===== src/rtl/aurora_mem_pkg.sv =====
// Types and widths shared by the EX/MEM register, the memory stage and MEM/WB.
// FSM state encoding for the data-memory bus controller lives here.
package aurora_mem_pkg;

  localparam int DATA_W     = 16;
  localparam int REG_ADDR_W = 4;

  typedef enum logic [1:0] {
    IDLE   = 2'd0,
    REQ    = 2'd1,
    WAIT_R = 2'd2
  } mem_state_e;

endpackage


===== src/rtl/mem_stage_ctrl_if.sv =====
// Data-memory bus with req/gnt address phase and rvalid read-data phase.
// The master holds req and the address/data stable until gnt arrives.
interface mem_stage_ctrl_if #(
  parameter int DATA_W = aurora_mem_pkg::DATA_W
);

  logic              req;
  logic              we;
  logic [DATA_W-1:0] addr;
  logic [DATA_W-1:0] wdata;
  logic              gnt;
  logic              rvalid;
  logic [DATA_W-1:0] rdata;

  modport master (
    output req, we, addr, wdata,
    input  gnt, rvalid, rdata
  );

  modport slave (
    input  req, we, addr, wdata,
    output gnt, rvalid, rdata
  );

endinterface


===== src/rtl/mem_timeout_ctr.sv =====
// Clear/enable cycle counter; tc flags the TIMEOUT_CYC-th enabled cycle.
// TIMEOUT_CYC=0 ties tc low and removes the counter.
module mem_timeout_ctr #(
  parameter int TIMEOUT_CYC = 255
) (
  input  logic clk_i,
  input  logic rst_i,
  input  logic clr,
  input  logic en,
  output logic tc
);

  localparam int CW = (TIMEOUT_CYC > 0) ? $clog2(TIMEOUT_CYC + 1) : 1;

  generate
    if (TIMEOUT_CYC == 0) begin : g_off
      logic unused_ctr;
      assign unused_ctr = ^{clk_i, rst_i, clr, en};
      assign tc = 1'b0;
    end else begin : g_on
      localparam logic [CW-1:0] LAST = CW'(TIMEOUT_CYC - 1);
      logic [CW-1:0] cnt;

      always_ff @(posedge clk_i or posedge rst_i) begin
        if (rst_i) begin
          cnt <= '0;
        end else if (clr) begin
          cnt <= '0;
        end else if (en) begin
          cnt <= cnt + 1'b1;
        end
      end

      // Fires while the current waiting cycle is the last one allowed.
      assign tc = en & (cnt == LAST);
    end
  endgenerate

endmodule


===== src/rtl/mem_stage_ctrl.sv =====
// MEM-stage controller: drives the data-memory bus, stalls upstream until each
// access completes, and registers results into MEM/WB (1 cycle for non-memory ops).
module mem_stage_ctrl #(
  parameter int DATA_W      = aurora_mem_pkg::DATA_W,
  parameter int REG_ADDR_W  = aurora_mem_pkg::REG_ADDR_W,
  parameter int TIMEOUT_CYC = 255
) (
  input  logic                  clk_i,
  input  logic                  rst_i,
  input  logic                  reg_write_en_i,
  input  logic                  mem_write_en_i,
  input  logic                  mem_to_reg_i,
  input  logic [DATA_W-1:0]     alu_i,
  input  logic [DATA_W-1:0]     reg_data2_i,
  input  logic [REG_ADDR_W-1:0] reg_write_addr_i,
  mem_stage_ctrl_if.master      dmem,
  output logic                  stall_o,
  output logic                  reg_write_en_o,
  output logic [REG_ADDR_W-1:0] reg_write_addr_o,
  output logic [DATA_W-1:0]     wb_data_o,
  output logic                  err_o
);

  import aurora_mem_pkg::*;

  mem_state_e state, state_nxt;
  logic is_store, is_load, is_mem;
  logic req_c, stall_c, wb_mem, abort, tmo;
  logic ctr_clr, ctr_en;

  // A store wins when both store and load flags are set.
  assign is_store = mem_write_en_i;
  assign is_load  = mem_to_reg_i & ~mem_write_en_i;
  assign is_mem   = is_store | is_load;

  assign dmem.we    = mem_write_en_i;
  assign dmem.addr  = alu_i;
  assign dmem.wdata = reg_data2_i;

  // Gated by reset so an abandoned access drops req without waiting for an edge.
  assign dmem.req = req_c & ~rst_i;
  assign stall_o  = stall_c & ~rst_i;

  always_comb begin
    state_nxt = state;
    req_c     = 1'b0;
    stall_c   = 1'b0;
    wb_mem    = 1'b0;
    abort     = 1'b0;
    unique case (state)
      IDLE: begin
        if (is_mem) begin
          req_c = 1'b1;
          if (!dmem.gnt) begin
            stall_c   = 1'b1;
            state_nxt = REQ;
          end else if (is_load) begin
            stall_c   = 1'b1;
            state_nxt = WAIT_R;
          end
        end
      end
      REQ: begin
        if (dmem.gnt && is_store) begin
          req_c     = 1'b1;
          state_nxt = IDLE;
        end else if (tmo) begin
          abort     = 1'b1;
          state_nxt = IDLE;
        end else begin
          req_c   = 1'b1;
          stall_c = 1'b1;
          if (dmem.gnt) state_nxt = WAIT_R;
        end
      end
      WAIT_R: begin
        if (dmem.rvalid) begin
          wb_mem    = 1'b1;
          state_nxt = IDLE;
        end else if (tmo) begin
          abort     = 1'b1;
          state_nxt = IDLE;
        end else begin
          stall_c = 1'b1;
        end
      end
      default: state_nxt = IDLE;
    endcase
  end

  assign ctr_en  = (state != IDLE);
  assign ctr_clr = (state_nxt == IDLE);

  mem_timeout_ctr #(
    .TIMEOUT_CYC(TIMEOUT_CYC)
  ) u_timeout (
    .clk_i (clk_i),
    .rst_i (rst_i),
    .clr   (ctr_clr),
    .en    (ctr_en),
    .tc    (tmo)
  );

  always_ff @(posedge clk_i or posedge rst_i) begin
    if (rst_i) begin
      state            <= IDLE;
      reg_write_en_o   <= 1'b0;
      reg_write_addr_o <= '0;
      wb_data_o        <= '0;
      err_o            <= 1'b0;
    end else begin
      state <= state_nxt;
      if (abort) err_o <= 1'b1;
      // Stalled or aborted cycles inject a bubble; address and data hold.
      if (stall_c || abort) begin
        reg_write_en_o <= 1'b0;
      end else begin
        reg_write_en_o   <= reg_write_en_i;
        reg_write_addr_o <= reg_write_addr_i;
        wb_data_o        <= wb_mem ? dmem.rdata : alu_i;
      end
    end
  end

endmodule


===== src/flat_wrapper.sv =====
// flat-port wrapper written by rule: the top's interface ports become plain ports
module mem_stage_ctrl_flat import aurora_mem_pkg::*;
#(
  parameter int DATA_W      = aurora_mem_pkg::DATA_W,
  parameter int REG_ADDR_W  = aurora_mem_pkg::REG_ADDR_W,
  parameter int TIMEOUT_CYC = 255
)
  (clk_i, rst_i, reg_write_en_i, mem_write_en_i, mem_to_reg_i, alu_i, reg_data2_i, reg_write_addr_i, stall_o, reg_write_en_o, reg_write_addr_o, wb_data_o, err_o, dmem_req, dmem_we, dmem_addr, dmem_wdata, dmem_gnt, dmem_rvalid, dmem_rdata);
  mem_stage_ctrl_if #(.DATA_W(DATA_W)) dmem_i ();
  input  logic clk_i;
  input  logic rst_i;
  input  logic reg_write_en_i;
  input  logic mem_write_en_i;
  input  logic mem_to_reg_i;
  input  logic [DATA_W-1:0] alu_i;
  input  logic [DATA_W-1:0] reg_data2_i;
  input  logic [REG_ADDR_W-1:0] reg_write_addr_i;
  output logic stall_o;
  output logic reg_write_en_o;
  output logic [REG_ADDR_W-1:0] reg_write_addr_o;
  output logic [DATA_W-1:0] wb_data_o;
  output logic err_o;
  output wire logic [$bits(dmem_i.req)-1:0] dmem_req;
  output wire logic [$bits(dmem_i.we)-1:0] dmem_we;
  output wire logic [$bits(dmem_i.addr)-1:0] dmem_addr;
  output wire logic [$bits(dmem_i.wdata)-1:0] dmem_wdata;
  input wire logic [$bits(dmem_i.gnt)-1:0] dmem_gnt;
  input wire logic [$bits(dmem_i.rvalid)-1:0] dmem_rvalid;
  input wire logic [$bits(dmem_i.rdata)-1:0] dmem_rdata;
  assign dmem_req = dmem_i.req;
  assign dmem_we = dmem_i.we;
  assign dmem_addr = dmem_i.addr;
  assign dmem_wdata = dmem_i.wdata;
  assign dmem_i.gnt = dmem_gnt;
  assign dmem_i.rvalid = dmem_rvalid;
  assign dmem_i.rdata = dmem_rdata;
  mem_stage_ctrl #(.DATA_W(DATA_W), .REG_ADDR_W(REG_ADDR_W), .TIMEOUT_CYC(TIMEOUT_CYC)) u_core (.clk_i(clk_i), .rst_i(rst_i), .reg_write_en_i(reg_write_en_i), .mem_write_en_i(mem_write_en_i), .mem_to_reg_i(mem_to_reg_i), .alu_i(alu_i), .reg_data2_i(reg_data2_i), .reg_write_addr_i(reg_write_addr_i), .dmem(dmem_i), .stall_o(stall_o), .reg_write_en_o(reg_write_en_o), .reg_write_addr_o(reg_write_addr_o), .wb_data_o(wb_data_o), .err_o(err_o));
endmodule

===== config.mk =====
export PLATFORM = sky130hd
export DESIGN_NAME = mem_stage_ctrl_flat
export DESIGN_NICKNAME = d
export VERILOG_FILES = /design/src/rtl/aurora_mem_pkg.sv /design/src/rtl/mem_stage_ctrl_if.sv /design/src/rtl/mem_timeout_ctr.sv /design/src/rtl/mem_stage_ctrl.sv /design/src/flat_wrapper.sv
export SDC_FILE = /design/constraint.sdc
export NUM_CORES = 1
export LEC_CHECK = 0
export CAP_MARGIN = 20
export CORE_UTILIZATION = 35
export CTS_CLUSTER_DIAMETER = 50
export DETAILED_ROUTE_END_ITERATION = 10
export HOLD_SLACK_MARGIN = 0.15
export MAX_ROUTING_LAYER = met4
export PLACE_DENSITY = 0.77
export SLEW_MARGIN = 20
export SYNTH_ARGS = -nofsm -noshare
export SYNTH_HDL_FRONTEND = slang
export SYNTH_SLANG_ARGS = --single-unit

===== constraint.sdc =====
create_clock -name clk_i -period 1.83 [get_ports clk_i]
set_input_delay 0.366 -clock clk_i [delete_from_list [all_inputs] [get_ports clk_i]]
set_output_delay 0.366 -clock clk_i [all_outputs]
set_load 0.02 [all_outputs]

==> metrics.cfg <==
[timing]
hold_viol=0
fin_ws_ns=-0.2235
layout_min_cycle_time_ns=2.053
setup_viol=30
slew_violations=0
relSlewSlack=0.7338
fmax_mhz=487.0
period_share=1.122
grt_setup_unrepaired=true
tightest_slew_ns=0.3993
skew_ns=0.004685

[placed_design]
portBuffers=83
dp_hpwl_mm=3.425
gp_congestion=0.8416
dp.cells=325

[drt]
vias_per_cell=4.557
remaining_drc_errors=0
post_drt_wl_per_cell_um=14.24
dr.first_iter.drc_count=31
wl_mm=4.857
vias=1554
dr.pass1.iters=4
ant_nets=0

[floorplan]
pin_count=116
start_util=0.3677
die-area_mm2=0.006202
row_count=27
die_h_um=78.76
core-area_mm2=0.005608
fp.dieW_um=78.76

[logic_synthesis]
post_synth_inst_count=180
async_reset_ff_frac=1.000
synth_edf_count=0
yosysSeqAreaShare=0.3883
ys_ff_latch=32
syn_nets=245
synth_area_leader_cell=dfrtp_1
synth_cell_types=31
yosys_warnings=0
synth_top_area_share=0.3883
syn_avg_cell_area_um2=11.46
syn_area_mm2=0.002062
ys.flop_type=dfrtp_1
synth_area_leaders=dfrtp_1 (39%), mux2_4 (14%), buf_4 (12%), mux2_2 (9.3%), ha_1 (3.6%)

[cts]
clock_path_buffers=2
clk-insertion-delay-late_ns=0.28
numCtsBuffers=5
cts_tree=built
ctsHoldBuffers=0
root_buffer=clkbuf_8
numClockSinks=32
path_clk_slew_ns=0.07
cts_max_level=2

[pwr]
ir_drop_mv=0.8593
switching_share=0.3631
pwr-share-seq=0.251
p_switching_mw=1.650
intPower_mw=2.894
p_comb_frac=0.628
leakage_nw=1.505
power_mw=4.544
clkPwrFrac=0.121
power.density_mw_per_mm2=1395

[setup_path]
critical_path.top_delay_family=compound AO/OA/AOI/OAI gates
endpoint_kind=flip-flop
timing.critical_path.buf_inv=3
rr_worst_depth=9
cp_max_fo=5
cpMaxStageDelayCell=dfrtp_1
cp.depth=9
path_class=reg -> reg
cp.required_ns=1.99
critPathMaxStageDelay_ns=0.39
cp_cell_sequence=inv_2, ha_4, nor2b_4, a21oi_2, a2bb2oi_2, buf_4, o21ai_4, clkbuf_16, mux2_4
cp.arrival_ns=2.21
start_kind=flip-flop

[global_route]
grt_pass1_wl_mm=6.941
grt_pass1_vias=1498
grt_max_degree=33
grt_overflow_total=0
antenna_found_initial=0
grtUsageTotal=0.1494

[run_status]
failed_checks=setup timing
outcome=finished, violations left

[job]
drv_cap=0

[min_path]
min_path_type=reg -> reg
min_path_cells=1

[finish]
antenna_cells=0
fin_cells=341
nets=333
area_growth_pct=58.01
drive_gt1_frac=0.3941

[synth_stat cells (4+ instances only)]
cell type and instances:
nor2b_1 5, a21oi_1 4, inv_1 7, nor2_1 13
o21ai_0 4, dfrtp_1 32, ha_1 6, nand2_1 9
mux2_2 17, buf_4 33, xor2_1 4, mux2_4 19
[flip-flops by register name, indices dropped and copies added (netlist names)]
| register | cells |
|---|---|
| u_core.wb_data_o | 16 |
| u_core.err_o | 1 |
| u_core.u_timeout.g_on.cnt | 8 |
| u_core.state | 2 |
| u_core.reg_write_en_o | 1 |
| u_core.reg_write_addr_o | 4 |
[worst paths after layout]
check / start / endpoint / slack [ns]
min in group asynchronous: rst_i / u_core.u_timeout.g_on.cnt[4]$_DFFE_PP0P_ / 0.66
max in group asynchronous: rst_i / u_core.state[1]$_DFF_PP0_ / 0.87
max: u_core.state[0]$_DFF_PP0_ / u_core.wb_data_o[0]$_DFFE_PP0N_ / -0.22
min reg2reg: u_core.err_o$_DFFE_PP0P_ / u_core.err_o$_DFFE_PP0P_ / 0.49
max reg2reg: u_core.state[0]$_DFF_PP0_ / u_core.wb_data_o[0]$_DFFE_PP0N_ / -0.22
min: u_core.err_o$_DFFE_PP0P_ / u_core.err_o$_DFFE_PP0P_ / 0.49
[what timing repair did]
item,4_1_cts,5_1_grt
buffers inserted,0,5
pin swaps,3,14
gates resized for setup,19,36
endpoints found under the setup margin,33,38
cloned,0,3
[metal layers]
metal  GRT usage  up-vias  part of all wire  routed length [µm]
met3     0.04253       11             0.064                 312
li1            -      749                 -                   -
met5           -        -                 0                   0
met4     0.05370        0             0.019                  91
met2      0.2635       53              0.51                2483
met1      0.1592      741              0.41                1970
[power groups by stage]
stage	registers [mW]	clock network, mW	logic (mW)
floorplan	1.44	0	1.21
finish	1.14	0.550	2.85
global route	1.18	0.602	3.02
CTS	1.14	0.571	2.46
global placement	1.12	0	2.40
detailed placement	1.14	0	2.44
[through the flow]
| step | TNS, ns | setup slack (ns) | hold WS (ns) | util | area, µm² |
|---|---|---|---|---|---|
| after floorplan | -2.907 | -0.1480 | 0.4722 | - | 2064 |
| after global placement | -10.35 | -0.5583 | 0.4546 | 0.5221 | 2928 |
| after detailed placement | -11.62 | -0.6071 | 0.4769 | 0.5221 | 2928 |
| after CTS | -5.712 | -0.2901 | 0.4937 | 0.5402 | 3029 |
| after global routing | -8.041 | -0.3135 | 0.5071 | 0.5810 | 3258 |
| final | -5.038 | -0.2235 | 0.4911 | 0.5810 | 3258 |
[area by class of cell]
class                           count  area [µm²]
Multi-Input combinational cell    104        1074
Inverter                            7       26.28
Timing Repair Buffer              118        1175
Fill cell                         475        2350
Clock buffer                        6       82.58
Clock inverter                      2       10.01
Tap cell                           72       90.09
Sequential cell                    32       800.8
[cell families (layout without fill, tap and decap cells)]
kind of cell | after synthesis | after routing | synth area share
fa+ha+maj | 6 | 6 | 0.03641
xor+xnor | 7 | 7 | 0.02973
simple gates | 39 | 39 | 0.1044
flops | 32 | 32 | 0.3884
compound gates | 16 | 16 | 0.05886
buf+inv | 44 | 133 | 0.1511
mux | 36 | 36 | 0.2312
[placed cells by master, fill, tap and decap left out, drive strengths merged, types with 4 or more instances in the layout]
| cell | instances |
|---|---|
| clkdlybuf4s50 | 71 |
| mux2 | 36 |
| buf | 35 |
| dfrtp | 32 |
| nor2 | 13 |
| nand2 | 9 |
| clkbuf | 8 |
| dlymetal6s2s | 7 |
| inv | 7 |
| ha | 6 |
| nor2b | 5 |
| o21ai | 5 |
| xor2 | 4 |
| nor3 | 4 |
| a21oi | 4 |
[worst register-to-register path: stages, from the launching register on]
cell and delay (ns):
dfrtp_1 0.39, inv_2 0.11, ha_4 0.14, nor2b_4 0.15, a21oi_2 0.05, a2bb2oi_2 0.16
buf_4 0.14, o21ai_4 0.28, clkbuf_16 0.22, mux2_4 0.30
(Power assumes the default switching activity.)
